<file path="src/rtl/maze_pkg.sv">
// Shared types for the wall-following maze walker.
//   heading_e      : walking direction, 0=up 1=right 2=down 3=left
//   state_e        : walker FSM states
//   offset_t       : signed row/col step for one heading
//   heading_offset : heading -> offset_t
package maze_pkg;

    typedef enum logic [1:0] {
        HdUp    = 2'd0,
        HdRight = 2'd1,
        HdDown  = 2'd2,
        HdLeft  = 2'd3
    } heading_e;

    typedef enum logic [2:0] {
        StIdle,
        StMark,
        StProbe,
        StEval,
        StDone,
        StFail
    } state_e;

    typedef struct packed {
        logic signed [1:0] dr;
        logic signed [1:0] dc;
    } offset_t;

    function automatic offset_t heading_offset(heading_e h);
        offset_t o;
        o.dr = 2'sd0;
        o.dc = 2'sd0;
        unique case (h)
            HdUp:    o.dr = -2'sd1;
            HdRight: o.dc = 2'sd1;
            HdDown:  o.dr = 2'sd1;
            HdLeft:  o.dc = -2'sd1;
            default: ;
        endcase
        return o;
    endfunction

endpackage

</file>
<file path="src/rtl/maze_walker_if.sv">
// Host/RAM-facing signal bundle of the maze walker.
//   slave  : walker side (takes start/coords/maze_in, drives address, strobes, status)
//   master : host + RAM side
interface maze_walker_if #(
    parameter int unsigned MAZE_W = 6,
    parameter int unsigned STEP_W = 12
);
    logic              start;
    logic              hand_sel;
    logic [MAZE_W-1:0] starting_row;
    logic [MAZE_W-1:0] starting_col;
    logic              maze_in;
    logic [MAZE_W-1:0] row;
    logic [MAZE_W-1:0] col;
    logic              maze_oe;
    logic              maze_we;
    logic              busy;
    logic              done;
    logic              fail;
    logic [STEP_W-1:0] step_cnt;

    modport slave (
        input  start, hand_sel, starting_row, starting_col, maze_in,
        output row, col, maze_oe, maze_we, busy, done, fail, step_cnt
    );

    modport master (
        output start, hand_sel, starting_row, starting_col, maze_in,
        input  row, col, maze_oe, maze_we, busy, done, fail, step_cnt
    );
endinterface

</file>
<file path="src/rtl/maze_dir_sel.sv">
// Probe direction selector (combinational).
//   heading_i : current heading
//   hand_i    : 0 = right-hand rule, 1 = left-hand rule
//   k_i       : probe index 0..3
//   dir_o     : direction to probe
module maze_dir_sel
    import maze_pkg::*;
(
    input  heading_e   heading_i,
    input  logic       hand_i,
    input  logic [1:0] k_i,
    output heading_e   dir_o
);
    logic [1:0] rot;

    // Rotation added to the heading (mod 4): right-hand +1,0,-1,+2; left-hand mirrored.
    always_comb begin
        unique case (k_i)
            2'd0:    rot = hand_i ? 2'd3 : 2'd1;
            2'd1:    rot = 2'd0;
            2'd2:    rot = hand_i ? 2'd1 : 2'd3;
            default: rot = 2'd2;
        endcase
        dir_o = heading_e'(heading_i + rot);
    end
endmodule

</file>
<file path="src/rtl/maze_walker.sv">
// Wall-follower maze walker between a control host and a synchronous maze RAM.
//   clk, rst_n : clock, synchronous active-low reset
//   bus        : maze_walker_if.slave (start handshake, RAM address/strobes, status)
// Marks each entered cell, probes neighbours in hand-rule order and stops on a
// border cell (done), when boxed in, or when the step counter would saturate (fail).
module maze_walker
    import maze_pkg::*;
#(
    parameter int unsigned MAZE_W   = 6,
    parameter int unsigned MAZE_DIM = 64,
    parameter int unsigned STEP_W   = 12
) (
    input  logic          clk,
    input  logic          rst_n,
    maze_walker_if.slave  bus
);
    localparam logic [MAZE_W-1:0] LastIdx = MAZE_W'(MAZE_DIM - 1);
    localparam logic [STEP_W-1:0] StepMax = {STEP_W{1'b1}};

    state_e            state_q, state_d;
    logic [MAZE_W-1:0] cur_row_q, cur_row_d, cur_col_q, cur_col_d;
    logic [MAZE_W-1:0] row_q, row_d, col_q, col_d;
    heading_e          heading_q, heading_d, dir_q, dir_d;
    logic              hand_q, hand_d;
    logic [1:0]        k_q, k_d;
    logic [STEP_W-1:0] step_q, step_d;

    logic [1:0]        probe_k;
    heading_e          probe_dir;
    offset_t           probe_off;
    logic [MAZE_W-1:0] probe_row, probe_col;
    logic              on_border;

    // Index of the probe about to be issued: restart at 0 after MARK, else next one.
    assign probe_k = (state_q == StEval) ? k_q + 2'd1 : 2'd0;

    maze_dir_sel u_dir_sel (
        .heading_i (heading_q),
        .hand_i    (hand_q),
        .k_i       (probe_k),
        .dir_o     (probe_dir)
    );

    assign probe_off = heading_offset(probe_dir);
    assign probe_row = cur_row_q + MAZE_W'(probe_off.dr);
    assign probe_col = cur_col_q + MAZE_W'(probe_off.dc);
    assign on_border = (cur_row_q == '0) || (cur_row_q == LastIdx) ||
                       (cur_col_q == '0) || (cur_col_q == LastIdx);

    always_ff @(posedge clk) begin
        if (!rst_n) begin
            state_q   <= StIdle;
            cur_row_q <= '0;
            cur_col_q <= '0;
            row_q     <= '0;
            col_q     <= '0;
            heading_q <= HdUp;
            dir_q     <= HdUp;
            hand_q    <= 1'b0;
            k_q       <= 2'd0;
            step_q    <= '0;
        end else begin
            state_q   <= state_d;
            cur_row_q <= cur_row_d;
            cur_col_q <= cur_col_d;
            row_q     <= row_d;
            col_q     <= col_d;
            heading_q <= heading_d;
            dir_q     <= dir_d;
            hand_q    <= hand_d;
            k_q       <= k_d;
            step_q    <= step_d;
        end
    end

    always_comb begin
        state_d   = state_q;
        cur_row_d = cur_row_q;
        cur_col_d = cur_col_q;
        row_d     = row_q;
        col_d     = col_q;
        heading_d = heading_q;
        dir_d     = dir_q;
        hand_d    = hand_q;
        k_d       = k_q;
        step_d    = step_q;
        unique case (state_q)
            StIdle, StDone, StFail: begin
                if (bus.start) begin
                    state_d   = StMark;
                    cur_row_d = bus.starting_row;
                    cur_col_d = bus.starting_col;
                    row_d     = bus.starting_row;
                    col_d     = bus.starting_col;
                    hand_d    = bus.hand_sel;
                    heading_d = HdUp;
                    step_d    = '0;
                end
            end
            StMark: begin
                if (on_border) begin
                    state_d = StDone;
                end else begin
                    state_d = StProbe;
                    k_d     = probe_k;
                    dir_d   = probe_dir;
                    row_d   = probe_row;
                    col_d   = probe_col;
                end
            end
            StProbe: state_d = StEval;
            StEval: begin
                if (!bus.maze_in) begin
                    // row_q/col_q still hold the probed (open) cell
                    if (step_q == StepMax - 1'b1) begin
                        step_d  = StepMax;
                        state_d = StFail;
                    end else begin
                        step_d    = step_q + 1'b1;
                        state_d   = StMark;
                        cur_row_d = row_q;
                        cur_col_d = col_q;
                        heading_d = dir_q;
                    end
                end else if (k_q == 2'd3) begin
                    state_d = StFail;
                end else begin
                    state_d = StProbe;
                    k_d     = probe_k;
                    dir_d   = probe_dir;
                    row_d   = probe_row;
                    col_d   = probe_col;
                end
            end
            default: state_d = StIdle;
        endcase
    end

    always_comb begin
        bus.maze_we  = (state_q == StMark);
        bus.maze_oe  = (state_q == StProbe);
        bus.busy     = (state_q == StMark) || (state_q == StProbe) || (state_q == StEval);
        bus.done     = (state_q == StDone);
        bus.fail     = (state_q == StFail);
        bus.row      = row_q;
        bus.col      = col_q;
        bus.step_cnt = step_q;
    end
endmodule

</file>
<file path="src/flat_wrapper.sv">
// flat-port wrapper written by rule: the top's interface ports become plain ports
module maze_walker_flat import maze_pkg::*;
#(
    parameter int unsigned MAZE_W   = 6,
    parameter int unsigned MAZE_DIM = 64,
    parameter int unsigned STEP_W   = 12
)
  (clk, rst_n, bus_start, bus_hand_sel, bus_starting_row, bus_starting_col, bus_maze_in, bus_row, bus_col, bus_maze_oe, bus_maze_we, bus_busy, bus_done, bus_fail, bus_step_cnt);
  maze_walker_if #(.MAZE_W(MAZE_W), .STEP_W(STEP_W)) bus_i ();
  input  logic clk;
  input  logic rst_n;
  input wire logic [$bits(bus_i.start)-1:0] bus_start;
  input wire logic [$bits(bus_i.hand_sel)-1:0] bus_hand_sel;
  input wire logic [$bits(bus_i.starting_row)-1:0] bus_starting_row;
  input wire logic [$bits(bus_i.starting_col)-1:0] bus_starting_col;
  input wire logic [$bits(bus_i.maze_in)-1:0] bus_maze_in;
  output wire logic [$bits(bus_i.row)-1:0] bus_row;
  output wire logic [$bits(bus_i.col)-1:0] bus_col;
  output wire logic [$bits(bus_i.maze_oe)-1:0] bus_maze_oe;
  output wire logic [$bits(bus_i.maze_we)-1:0] bus_maze_we;
  output wire logic [$bits(bus_i.busy)-1:0] bus_busy;
  output wire logic [$bits(bus_i.done)-1:0] bus_done;
  output wire logic [$bits(bus_i.fail)-1:0] bus_fail;
  output wire logic [$bits(bus_i.step_cnt)-1:0] bus_step_cnt;
  assign bus_i.start = bus_start;
  assign bus_i.hand_sel = bus_hand_sel;
  assign bus_i.starting_row = bus_starting_row;
  assign bus_i.starting_col = bus_starting_col;
  assign bus_i.maze_in = bus_maze_in;
  assign bus_row = bus_i.row;
  assign bus_col = bus_i.col;
  assign bus_maze_oe = bus_i.maze_oe;
  assign bus_maze_we = bus_i.maze_we;
  assign bus_busy = bus_i.busy;
  assign bus_done = bus_i.done;
  assign bus_fail = bus_i.fail;
  assign bus_step_cnt = bus_i.step_cnt;
  maze_walker #(.MAZE_W(MAZE_W), .MAZE_DIM(MAZE_DIM), .STEP_W(STEP_W)) u_core (.clk(clk), .rst_n(rst_n), .bus(bus_i));
endmodule
</file>
<file path="config.mk">
export PLATFORM = sky130hd
export DESIGN_NAME = maze_walker_flat
export DESIGN_NICKNAME = d
export VERILOG_FILES = /design/src/rtl/maze_pkg.sv /design/src/rtl/maze_walker_if.sv /design/src/rtl/maze_dir_sel.sv /design/src/rtl/maze_walker.sv /design/src/flat_wrapper.sv
export SDC_FILE = /design/constraint.sdc
export NUM_CORES = 1
export LEC_CHECK = 0
export ABC_AREA = 1
export CORE_MARGIN = 2
export CORE_UTILIZATION = 54
export CTS_CLUSTER_SIZE = 10
export DETAILED_ROUTE_END_ITERATION = 6
export PLACE_DENSITY = 0.8
export SLEW_MARGIN = 20
export SYNTH_ARGS = -nofsm -noshare
export SYNTH_HDL_FRONTEND = slang
export SYNTH_SLANG_ARGS = --single-unit
</file>
<file path="constraint.sdc">
create_clock -name clk -period 3.01 [get_ports clk]
set_clock_uncertainty 0.1 [all_clocks]
set_input_delay 0.301 -clock clk [delete_from_list [all_inputs] [get_ports clk]]
set_output_delay 0.301 -clock clk [all_outputs]
set_load 0.01 [all_outputs]
</file>
==> results.tsv, run 1 <==
stage	metric	value	unit
critical_path	Buf/Inv on CP	3	
cells_and_area	Fillers	494	
cells_and_area	Layout area overhead	22.0	%
drt	WL per Instance	14.0	um
global_route	GRT Total Usage	27.3	%
synth	post-synthesis register bit count	46	
hold_path	Hold Crit Class	flop to flop	
cells_and_area	Layout Cell Area excl Fill	3670	um2
power	P_sw	1.69	mW
synth	synthesized area	3010	um2
critical_path	Worst R2R Path Depth	22	
critical_path	Setup CP Type	flop to flop	
placed_design	GP Congestion	0.955	
sta	Least-Margin Pin Slew	0.883	ns
clock_network	Post-CTS Setup Inserts	0	
power	sw frac	48.2	%
drt	Remaining DRCs	0	
clock_network	CTS tree	yes	
sta	setup ws final	0.262	ns
global_route	Overflow after GRT	0	
sta	min Tclk post-route	2.75	ns
cells_and_area	post-layout net count	534	
floorplan	Die Span Y	78.7	um
power	clock share of power	13.7	%
sta	Worst slew margin	41.1	%
cells_and_area	commonest cells after routing, fill and taps aside	122 x nand2_1, 49 x inv_1, 45 x clkdlybuf4s50_1, 44 x dfxtp_1, 42 x o21ai_0	
placed_design	placed instance area	3550	um2
critical_path	Critical Path End Type	flop	
sta	final setup vio count	0	
critical_path	CP max stage delay	0.44	ns
critical_path	WP data required	3.08	ns
global_route	vias in the first global route	2906	
critical_path	CP Max Fanout	8	
critical_path	Top Family by Delay on Critical Path	simple AND/OR/NAND/NOR gates	
status	status	completed	
power	Flop pwr share	31.4	%
drt	DR vias	3242	
critical_path	crit path DAT	2.81	ns
critical_path	CP Depth	22	
sta	Hold Violations, Final	0	
sta	Fin Setup TNS	0	ns
placed_design	pre-CTS setup slack	0.184	ns
drt	total routed wirelength	8.13	mm
clock_network	CTS Buf Count	5	
power	PwrDens	953	nW/um2
global_route	antenna violations before repair	0	
cells_and_area	most common cell after layout, fill and taps aside	nand2_1	
critical_path	worst-path cell chain	nor2_8 -> nand2_4 -> ha_1 -> inv_1 -> nand2_1 -> nand2_1 -> nand3_1 -> nand2_1 -> nand2_4 -> nand2_1 -> nand3_2 -> nand2_1 -> inv_1 -> ha_1 -> inv_1 -> nand2_1 -> nand3_2 -> nand2_1 -> nand2_1 -> nand3_1 -> nand2_1 -> a21oi_2	
critical_path	crit path launch type	flop	
cells_and_area	diode count	0	
power	Pleak	1.56	nW
drt	DR iter-0 viols	232	
flow_run	Max Cap Viol	0	
synth	Synthesized Nets	487	
clock_network	level count of the clock H-tree	2	
clock_network	Sinks on Clock Net	46	
power	cell internal pwr	1.81	mW
critical_path	Worst path slowest cell	dfxtp_1	
drt	ANT nets after route	0	
global_route	largest net degree at the start of global routing	27	
power	Gate power share	54.9	%
critical_path	Crit path top cell by count	nand2_1	
drt	DRT Pass-1 Iters	5	
floorplan	IO Pins	46	
sta	RSZ-0062 raised after global routing	false	
floorplan	Rows	27	
clock_network	Worst-path clk slew	0.09	ns
synth	sequential share of the synthesized area	30.6	%
synth	post-synthesis instance total	461	
drt	Vias/cell	5.58	
global_route	first-pass GRT wire length	13.5	mm
hold_path	Hold Crit Depth	2	
clock_network	worst-skew pair later-pin latency	0.31	ns
placed_design	# port buffers	45	
floorplan	Initial Utilization	55.4	%
sta	fin. max-slew vios	0	
placed_design	DP HPWL	5.92	mm
synth	Mean Syn Cell Area	6.53	um2
sta	Max Clk Rate	0.364	GHz
clock_network	Max Buffers Root-to-Sink	2	
synth	Syn. warnings	0	
floorplan	area of the core	5440	um2
floorplan	die width	78.7	um
cells_and_area	share of cells above drive strength 1	10.0	%
floorplan	overall die area	6190	um2
sta	final period utilization	91.3	%
power	Worst VDD drop	489	uV
synth	synth unique cells	36	
clock_network	Root Driver	clkbuf_8	
-- layout make-up --
| cell class | instances | area [um2] | share of cell area (%) |
|---|---|---|---|
| clock buffers | 5 | 68.8 | 1.87 |
| clock inverters | 3 | 45.0 | 1.23 |
| inverters | 54 | 203 | 5.52 |
| multi-input cells | 347 | 1820 | 49.6 |
| flip-flops and latches | 46 | 926 | 25.2 |
| well taps | 72 | 90.1 | 2.45 |
| repair buffers | 54 | 518 | 14.1 |
-- worst register-to-register path: cells and delay by family (launching register included) --
kind / cells / cell delay, ns
adders and majority gates: 2 / 0.42
DFF: 1 / 0.44
AOI/OAI and AO/OA: 1 / 0.05
and+or+nand+nor: 16 / 1.41
buffers and inverters: 3 / 0.18
-- logic make-up (layout without fill, tap and decap cells) --
logic type                 Yosys count  in the layout  synth area share [%]
adders and majority gates            9              9                  3.74
AOI/OAI and AO/OA                  103            103                  18.7
buffers and inverters               68            116                  8.89
and+or+nand+nor                    228            228                  36.1
DFF                                 46             46                  30.6
xor gates and xnor gates             7              7                  2.04
-- worst paths after layout --
path | startpoint | slack (ns) | end
worst min-delay path | u_core.bus.col[3] | 0.39 | u_core.bus.col[3]
worst max register to register | u_core.state_q[2] | 0.26 | u_core.bus.col[4]
worst min register to register | u_core.bus.col[3] | 0.39 | u_core.bus.col[3]
worst max-delay path | u_core.state_q[2] | 0.26 | u_core.bus.col[4]
-- per-layer routing --
layer	vias to the layer above	GRT usage [%]	part of all wire, %
met1	1502	37.5	47
met2	94	41.1	44
met5	-	0	0
met3	23	5.40	5.0
li1	1623	-	-
met4	0	12.3	3.3
-- metrics by stage --
stage	utilization (%)	power (mW)	hold slack [ns]	instances
floorplan	-	2.31	0.339	461
global placement	65.4	2.93	0.372	573
detailed placement	65.4	2.97	0.370	573
CTS	67.4	3.46	0.385	581
global route	67.5	3.74	0.416	581
finish	67.5	3.50	0.387	581
-- power groups by stage --
stage,sequential (mW),clock [mW],combinational [mW]
after floorplan,1.03,0,1.27
after global placement,1.09,0,1.85
after detailed placement,1.09,0,1.88
after CTS,1.08,0.486,1.89
after global routing,1.13,0.507,2.10
final,1.10,0.481,1.92
-- cells in the mapped netlist, drive strengths merged --
master | count | area, um2
a21oi | 36 | 184
a221oi | 2 | 17.5
a31oi | 16 | 100
buf | 5 | 31.3
clkbuf | 9 | 33.8
clkinv | 1 | 3.75
dfxtp | 46 | 921
ha | 9 | 113
inv | 53 | 199
nand2 | 132 | 541
nand3 | 38 | 260
nand3b | 1 | 7.51
nand4 | 6 | 37.5
nor2 | 43 | 190
nor3 | 5 | 25.0
nor3b | 1 | 7.51
nor4 | 2 | 18.8
o21ai | 44 | 224
o22ai | 3 | 18.8
o41ai | 2 | 17.5
xnor2 | 2 | 17.5
xor2 | 5 | 43.8
-- sequential cells by signal (all words and copies together), names as in the netlist, 3 cells and up --
signal	count
u_core.bus.row	6
u_core.cur_row_q	6
u_core.state_q	3
u_core.cur_col_q	6
u_core.bus.step_cnt	12
u_core.bus.col	6
-- timing repair --
action,4_1_cts,5_1_grt
resized for setup,0,3
hold buffers,0,0
endpoints found under the setup margin,0,3
Power figures use the tool's default switching activity.
==> inputs of run 2 (changes only) <==
--- a/config.mk
+++ b/config.mk
@@ -11,6 +11,7 @@
 export CTS_CLUSTER_SIZE = 10
 export DETAILED_ROUTE_END_ITERATION = 6
 export PLACE_DENSITY = 0.8
+export REMOVE_ABC_BUFFERS = 1
 export SLEW_MARGIN = 20
 export SYNTH_ARGS = -nofsm -noshare
 export SYNTH_HDL_FRONTEND = slang
==> results.tsv, run 2 (synthesis gave the netlist of run 1 again) <==
stage	metric	value	unit
status	status	completed	
critical_path	CP Max Fanout	8	
sta	fin. max-slew vios	0	
drt	total routed wirelength	7.77	mm
cells_and_area	Layout Cell Area excl Fill	3650	um2
cells_and_area	share of cells above drive strength 1	9.31	%
clock_network	hold_buf cts	0	
critical_path	crit path launch type	flop	
sta	final period utilization	90.5	%
clock_network	level count of the clock H-tree	2	
critical_path	Critical Path Start	u_core.state_q[0]	
placed_design	# port buffers	45	
hold_path	hold_sp	u_core.bus.col[5]	
power	Worst VDD drop	544	uV
clock_network	Worst-path clk slew	0.09	ns
cells_and_area	Layout area overhead	21.1	%
cells_and_area	post-layout net count	531	
floorplan	overall die area	6190	um2
floorplan	area of the core	5440	um2
floorplan	die width	78.7	um
drt	Vias/cell	5.52	
global_route	largest net degree at the start of global routing	27	
sta	Worst slew margin	41.2	%
cells_and_area	commonest cells after routing, fill and taps aside	122 x nand2_1, 49 x inv_1, 45 x clkdlybuf4s50_1, 44 x dfxtp_1, 42 x o21ai_0	
sta	Least-Margin Pin Slew	0.881	ns
floorplan	Die Span Y	78.7	um
cells_and_area	most common cell after layout, fill and taps aside	nand2_1	
flow_run	Max Cap Viol	0	
critical_path	Setup CP Type	flop to flop	
global_route	Overflow after GRT	0	
critical_path	worst-path cell chain	nand2_2 -> nor2_8 -> nand2_4 -> ha_1 -> inv_1 -> nand2_1 -> nand2_1 -> nand3_1 -> nand2_1 -> nand2_4 -> nand2_1 -> nand3_2 -> nand2_1 -> inv_1 -> ha_1 -> inv_1 -> nand2_1 -> nand3_2 -> nand2_1 -> nand2_1 -> nand3_1 -> nand2_1 -> a21oi_2	
critical_path	crit path DAT	2.79	ns
critical_path	Critical Path End Type	flop	
sta	Fin Setup TNS	0	ns
clock_network	Post-CTS Setup Inserts	0	
drt	DR iter-0 viols	169	
critical_path	Crit Reg-Reg Startpoint	u_core.state_q[0]	
hold_path	Hold Crit Class	flop to flop	
clock_network	Max Buffers Root-to-Sink	2	
cells_and_area	diode count	0	
clock_network	worst-skew pair later-pin latency	0.30	ns
drt	WL per Instance	13.5	um
placed_design	DP HPWL	5.62	mm
drt	Remaining DRCs	0	
sta	Max Clk Rate	0.367	GHz
placed_design	placed instance area	3530	um2
sta	setup ws final	0.285	ns
clock_network	CTS tree	yes	
cells_and_area	Fillers	501	
floorplan	Initial Utilization	55.4	%
global_route	GRT Total Usage	25.4	%
clock_network	Sinks on Clock Net	46	
global_route	antenna violations before repair	0	
cells_and_area	Largest register FFs	12	
power	Pleak	1.55	nW
floorplan	Rows	27	
drt	DR vias	3184	
clock_network	CTS Buf Count	5	
sta	Hold Violations, Final	0	
sta	min Tclk post-route	2.72	ns
sta	RSZ-0062 raised after global routing	false	
global_route	first-pass GRT wire length	12.7	mm
critical_path	Worst path slowest cell	dfxtp_2	
critical_path	CP max stage delay	0.41	ns
critical_path	Crit path top cell by count	nand2_1	
floorplan	IO Pins	46	
sta	final setup vio count	0	
drt	ANT nets after route	0	
placed_design	pre-CTS setup slack	0.221	ns
global_route	vias in the first global route	2828	
drt	DRT Pass-1 Iters	5	
critical_path	WP data required	3.07	ns
placed_design	GP Congestion	0.950	
power	PwrDens	944	nW/um2
clock_network	Root Driver	clkbuf_8	
[run 2: changes by cell type in the layout (fill, tap and decap cells not counted), sizes merged]
cell / previous run / this run
buf: 9 / 6
clkinvlp: 2 / 0
clkbuf: 5 / 6
[run 2: timing repair]
item / 4_1_cts / 5_1_grt
resized for setup: 0 / 2
endpoints found under the setup margin: 0 / 3
endpoints found under the hold margin: 0 / 0
[run 2: layout make-up]
class / count / area, um2 / area share (%)
inverters: 54 / 203 / 5.56
flip-flops and latches: 46 / 923 / 25.3
well taps: 72 / 90.1 / 2.47
repair buffers: 51 / 495 / 13.6
clock inverters: 1 / 30.0 / 0.823
clock buffers: 6 / 82.6 / 2.26
multi-input cells: 347 / 1820 / 50.0
[run 2: stage by stage]
stage          util, %  cells  total power [mW]  hold WS [ns]
2_1_floorplan        -    447              2.24         0.324
3_3_place_gp      64.9    570              2.89         0.370
3_5_place_dp      64.9    570              2.94         0.373
4_1_cts           67.0    577              3.42         0.389
5_1_grt           67.1    577              3.72         0.415
6_report          67.1    577              3.44         0.389
[run 2: final timing paths]
path | end | slack (ns) | cells past startpoint
hold / removal | u_core.bus.col[5] | 0.39 | 2
setup / recovery | u_core.bus.col[4] | 0.29 | 23
hold reg to reg | u_core.bus.col[5] | 0.39 | 2
setup reg to reg | u_core.bus.col[4] | 0.29 | 23
[run 2: metal layers]
layer	wire length, um	GRT usage [%]
met5	0	0
met4	65	5.26
met3	377	3.68
met2	3680	43.4
met1	3650	34.0
[run 2: critical path, delay by kind of cell, from the launching register on]
kind	cells	cell delay (ns)
flops	1	0.41
compound gates	1	0.05
simple gates	17	1.47
fa+ha+maj	2	0.40
buf+inv	3	0.16
[run 2: where the power goes]
part,switching [mW],internal [mW]
registers,0.252,0.825
logic,1.17,0.721
clock network,0.211,0.266
==> edit 1: new RTL, settings of run 2 <==
Make the reset (`rst_n`) asynchronous in one clocked block. Comments in the files are not updated.
--- a/src/rtl/maze_walker.sv
+++ b/src/rtl/maze_walker.sv
@@ -47,7 +47,7 @@
     assign on_border = (cur_row_q == '0) || (cur_row_q == LastIdx) ||
                        (cur_col_q == '0) || (cur_col_q == LastIdx);
 
-    always_ff @(posedge clk) begin
+    always_ff @(posedge clk or negedge rst_n) begin
         if (!rst_n) begin
             state_q   <= StIdle;
             cur_row_q <= '0;
Check against the original RTL: differs if rst_n is asserted again (counterexample within 4 cycles, from zero or initial values and one cycle with rst_n low); with rst_n held inactive, the same outputs for 10 cycles.
==> edit 1 against run 2 <==
Routed wire length shrank 1.0%. Count of clock-buffer cells in the layout grew 1. Sequential cell count is the same. Area after synthesis grew 1.6%. Combinational power grew 68%. Cell area grew 0.99%. Critical endpoint is now u_core.bus.col[2]. Highest routed layer unchanged. Power grew 36%. Worst setup slack lost 0.080 ns.
==> edit 1: results (changes against run 2) <==
global_routing:
  antenna_found_initial: 0  # unchanged
  grt_first_pass_wirelength_mm: 13.3  # was 12.7 mm
  grt_pass1_vias: 2876  # was 2828
  grt_max_degree: 47  # was 27
  track_usage: 0.265  # was 0.254
finish:
  num_antenna_cells: 0  # unchanged
  final_nets: 502  # was 531
  layout-drive-gt1-share: 0.0776  # was 0.0931
  largest_reg_flops: 12  # unchanged
clock_network:
  postCtsHoldBufs: 0  # unchanged
  clock_latency_ns: 0.30  # about the same
  clockRootBuffer: "clkbuf_8"  # unchanged
  post_cts_resized: 0  # unchanged
  path_clk_slew_ns: 0.09  # about the same
  cts_setup_buffers: 0  # unchanged
  cts_buffer_depth: 2  # unchanged
  htreeDepth: 2  # unchanged
  cts_buffers: 5  # unchanged
timing:
  relSlewSlack: 0.600  # was 0.412
worst_setup_path:
  crit_path_max_incr_delay_ns: 0.48  # was 0.41 ns
  crit_path_top_delay_cell: "dfrtp_1"  # was dfxtp_2
  crit_family: "simple AND/OR/NAND/NOR gates"  # unchanged
  worstPathArrival_ns: 2.88  # was 2.79 ns
  crit_fanout: 6  # was 8
yosys:
  synthArstFlopShare: 1.00  # was 0
  ys_warn_count: 0  # unchanged
  netlist_top_cells_count: "nand2_1 (117), inv_1 (52), dfrtp_1 (46)"  # was nand2_1 (122), inv_1 (49), dfxtp_1 (46)
  seq_area_frac_synth: 0.376  # was 0.306
  synth.area.top_cells: "dfrtp_1 (38%), nand2_1 (14%), inv_1 (6.4%)"  # was dfxtp_1 (31%), nand2_1 (15%), o21ai_0 (7.0%)
  synth.distinct_cells: 36  # unchanged
  synth_flop_cell: "dfrtp_1"  # was dfxtp_1
placed_design:
  globalplace.congestion: 0.922  # was 0.950
  hpwl_mm: 5.69  # was 5.62 mm
  port_buffers: 45  # unchanged
drt:
  drtPass1Iterations: 5  # unchanged
  wl_per_cell_um: 14.0  # was 13.5 um
  drtIter0Drc: 187  # was 169
  vias: 3006  # was 3184
status:
  outcome: "finished clean"  # unchanged
power_and_ir_drop:
  total_leakage_power_nw: 1.74  # was 1.55 nW
  irDropWorstVdd_mv: 0.591  # was 0.544 mV
worst_hold_path:
  hold_class: "reg -> reg"  # unchanged
edit 1: changes by cell type after synthesis, moves of 4 or more:
cell | run 2 | this run
nand3_2 | 9 | 2
nor2_1 | 39 | 43
o22ai_1 | 3 | 7
clkbuf_1 | 9 | 5
o211ai_1 | 0 | 6
a21oi_1 | 35 | 12
o21ai_0 | 42 | 18
o21ai_1 | 1 | 7
dfrtp_1 | 0 | 46
o21bai_1 | 0 | 4
nand2_1 | 122 | 117
dfxtp_1 | 46 | 0
edit 1: final cells by class:
type	count	area [sq um]
inverter	57	214
multi-input combinational	316	1650
sequential	46	1150
timing repair buffer	50	488
clock inverter	1	5.00
clock buffer	7	86.3
fill	493	1790
tap	72	90.1
edit 1: final timing paths:
| kind | cells after the start | endpoint | start | slack (ns) |
|---|---|---|---|---|
| max | 20 | u_core.bus.col[2] | u_core.state_q[2] | 0.21 |
| min | 2 | u_core.heading_q[0] | u_core.dir_q[0] | 0.40 |
| max reg2reg | 20 | u_core.bus.col[2] | u_core.state_q[2] | 0.21 |
| min reg2reg | 2 | u_core.heading_q[0] | u_core.dir_q[0] | 0.40 |
| max in group asynchronous | 2 | u_core.state_q[0] | rst_n | 1.94 |
| min in group asynchronous | 2 | u_core.bus.step_cnt[9] | rst_n | 0.45 |
edit 1: layer usage:
metal / global-route usage / vias up / share of wire
met4: 0.0655 / 0 / 0.013
li1: - / 1495 / -
met3: 0.0386 / 10 / 0.048
met2: 0.466 / 87 / 0.49
met1: 0.344 / 1414 / 0.45
met5: 0 / - / 0
edit 1: logic make-up (layout without fill, tap and decap cells):
| kind of cell | Yosys count | after routing | synth area share |
|---|---|---|---|
| buffers and inverters | 67 | 115 | 0.0851 |
| AND/OR/NAND/NOR | 224 | 224 | 0.333 |
| AO/OA/AOI/OAI | 74 | 74 | 0.144 |
| adder cells (fa/ha/maj) | 9 | 9 | 0.0368 |
| flip-flops | 46 | 46 | 0.376 |
| XOR/XNOR | 9 | 9 | 0.0258 |
edit 1: report_power, final:
group	internal [mW]	leakage [nW]	switching (mW)
combinational	1.17	1.13	2.00
sequential	0.880	0.568	0.251
clock	0.186	0.0482	0.208
total	2.24	1.74	2.46
edit 1: metrics by stage:
stage | hold WS (ns) | instance area, sq um | instances | worst slack [ns]
after detailed placement | 0.383 | 3580 | 540 | 0.214
after global routing | 0.431 | 3680 | 549 | 0.00472
final | 0.402 | 3680 | 549 | 0.205
after global placement | 0.373 | 3580 | 540 | 0.397
after CTS | 0.122 | 3670 | 548 | 0.204
after floorplan | -0.0946 | 3010 | 419 | 0.155
edit 1: worst min-delay path, stage by stage, from the launching register on:
cell and delay (ns):
dfrtp_1 0.35, nand3_1 0.07, nand2_1 0.05
==> edit 2: new RTL, config.mk and constraints of run 2 <==
Without the edit above. `STEP_W` is set to 12 in 3 places; all go to 8.
--- a/src/rtl/maze_walker_if.sv
+++ b/src/rtl/maze_walker_if.sv
@@ -3,7 +3,7 @@
 //   master : host + RAM side
 interface maze_walker_if #(
     parameter int unsigned MAZE_W = 6,
-    parameter int unsigned STEP_W = 12
+    parameter int unsigned STEP_W = 8
 );
     logic              start;
     logic              hand_sel;
--- a/src/rtl/maze_walker.sv
+++ b/src/rtl/maze_walker.sv
@@ -8,7 +8,7 @@
 #(
     parameter int unsigned MAZE_W   = 6,
     parameter int unsigned MAZE_DIM = 64,
-    parameter int unsigned STEP_W   = 12
+    parameter int unsigned STEP_W   = 8
 ) (
     input  logic          clk,
     input  logic          rst_n,
--- a/src/flat_wrapper.sv
+++ b/src/flat_wrapper.sv
@@ -3,7 +3,7 @@
 #(
     parameter int unsigned MAZE_W   = 6,
     parameter int unsigned MAZE_DIM = 64,
-    parameter int unsigned STEP_W   = 12
+    parameter int unsigned STEP_W   = 8
 )
   (clk, rst_n, bus_start, bus_hand_sel, bus_starting_row, bus_starting_col, bus_maze_in, bus_row, bus_col, bus_maze_oe, bus_maze_we, bus_busy, bus_done, bus_fail, bus_step_cnt);
   maze_walker_if #(.MAZE_W(MAZE_W), .STEP_W(STEP_W)) bus_i ();
Ports: changed (resized bus_step_cnt); port bits go from 46 to 42. The function was not compared with the original's and may differ.
==> edit 2 against run 2 <==
The flow now finishes with violations (design-rule violations). Area after synthesis down 11%. Cell area down 9.7%. Routed wire length down 12%. Utilization up 2.2 points. Sequential cell count down 4. Power down 8.6%. Via count down 7.8%. Worst setup slack better by 0.040 ns. Fmax up 1.5%. Highest routed layer unchanged.
==> edit 2: results (changes against run 2) <==
status:
  outcome: "finished with violations"  # was finished clean
  violations: "design-rule violations"
finish:
  final_nets: 489  # was 531
  largest_reg_flops: 8  # was 12
  area.sequential_sq_um: 850  # was 923 sq um
timing:
  relSlewSlack: 0.610  # was 0.412
  fin_hold_ws_ns: 0.375  # was 0.389 ns
yosys:
  synth_fa_ha_area_frac: 0.0419  # was 0.0374
  synth_compound_area_frac: 0.182  # was 0.187
  postSynthAreaPerCell_sq_um: 6.41  # was 6.53 sq um
  seq_area_frac_synth: 0.313  # was 0.306
  synth_xor_xnor_area_share: 0.00979  # was 0.0204
global_routing:
  track_usage: 0.268  # was 0.254
  grtUsageMet1: 0.353  # was 0.340
  grt_first_pass_wirelength_mm: 11.7  # was 12.7 mm
power_and_ir_drop:
  irDropWorstVdd_mv: 0.699  # was 0.544 mV
  total_leakage_power_nw: 1.40  # was 1.55 nW
drt:
  drc: 1  # was 0
  drtPass1Iterations: 7  # was 5
  wl_per_cell_um: 12.9  # was 13.5 um
worst_hold_path:
  hold_path.startpoint: "u_core.k_q[1]"  # was u_core.bus.col[5]
  holdPathEnd: "u_core.k_q[1]"  # was u_core.bus.col[5]
worst_setup_path:
  worstPathArrival_ns: 2.82  # was 2.79 ns
placed_design:
  port_buffers: 41  # was 45
  post-place-ws_ns: 0.229  # was 0.221 ns
  postPlaceCellArea_sq_um: 3180  # was 3530 sq um
-- edit 2: changes by cell type after synthesis, sizes merged, moves of 2 or more --
| cell | change |
|---|---|
| o21ai | -9 |
| nand2 | -7 |
| nor2 | -3 |
| nand3 | -2 |
| inv | -7 |
| clkbuf | -2 |
| xnor2 | -2 |
| nand4 | -2 |
| o22ai | -2 |
| nor4 | -2 |
| dfxtp | -4 |
| a21oi | -3 |
| xor2 | -2 |
-- edit 2: area by class of cell --
cell class / instances / share of cell area
sequential: 42 / 0.258
tap: 67 / 0.0255
clock inverter: 3 / 0.00760
clock buffer: 5 / 0.0209
multi-input combinational: 317 / 0.490
inverter: 48 / 0.0547
timing repair buffer: 49 / 0.143
-- edit 2: power breakdown --
group | internal, mW | total (mW) | leakage, nW | switching, mW
clock network | 0.168 | 0.392 | 0.0447 | 0.224
logic | 0.677 | 1.74 | 1.01 | 1.06
registers | 0.778 | 1.02 | 0.347 | 0.237
total | 1.62 | 3.15 | 1.40 | 1.52
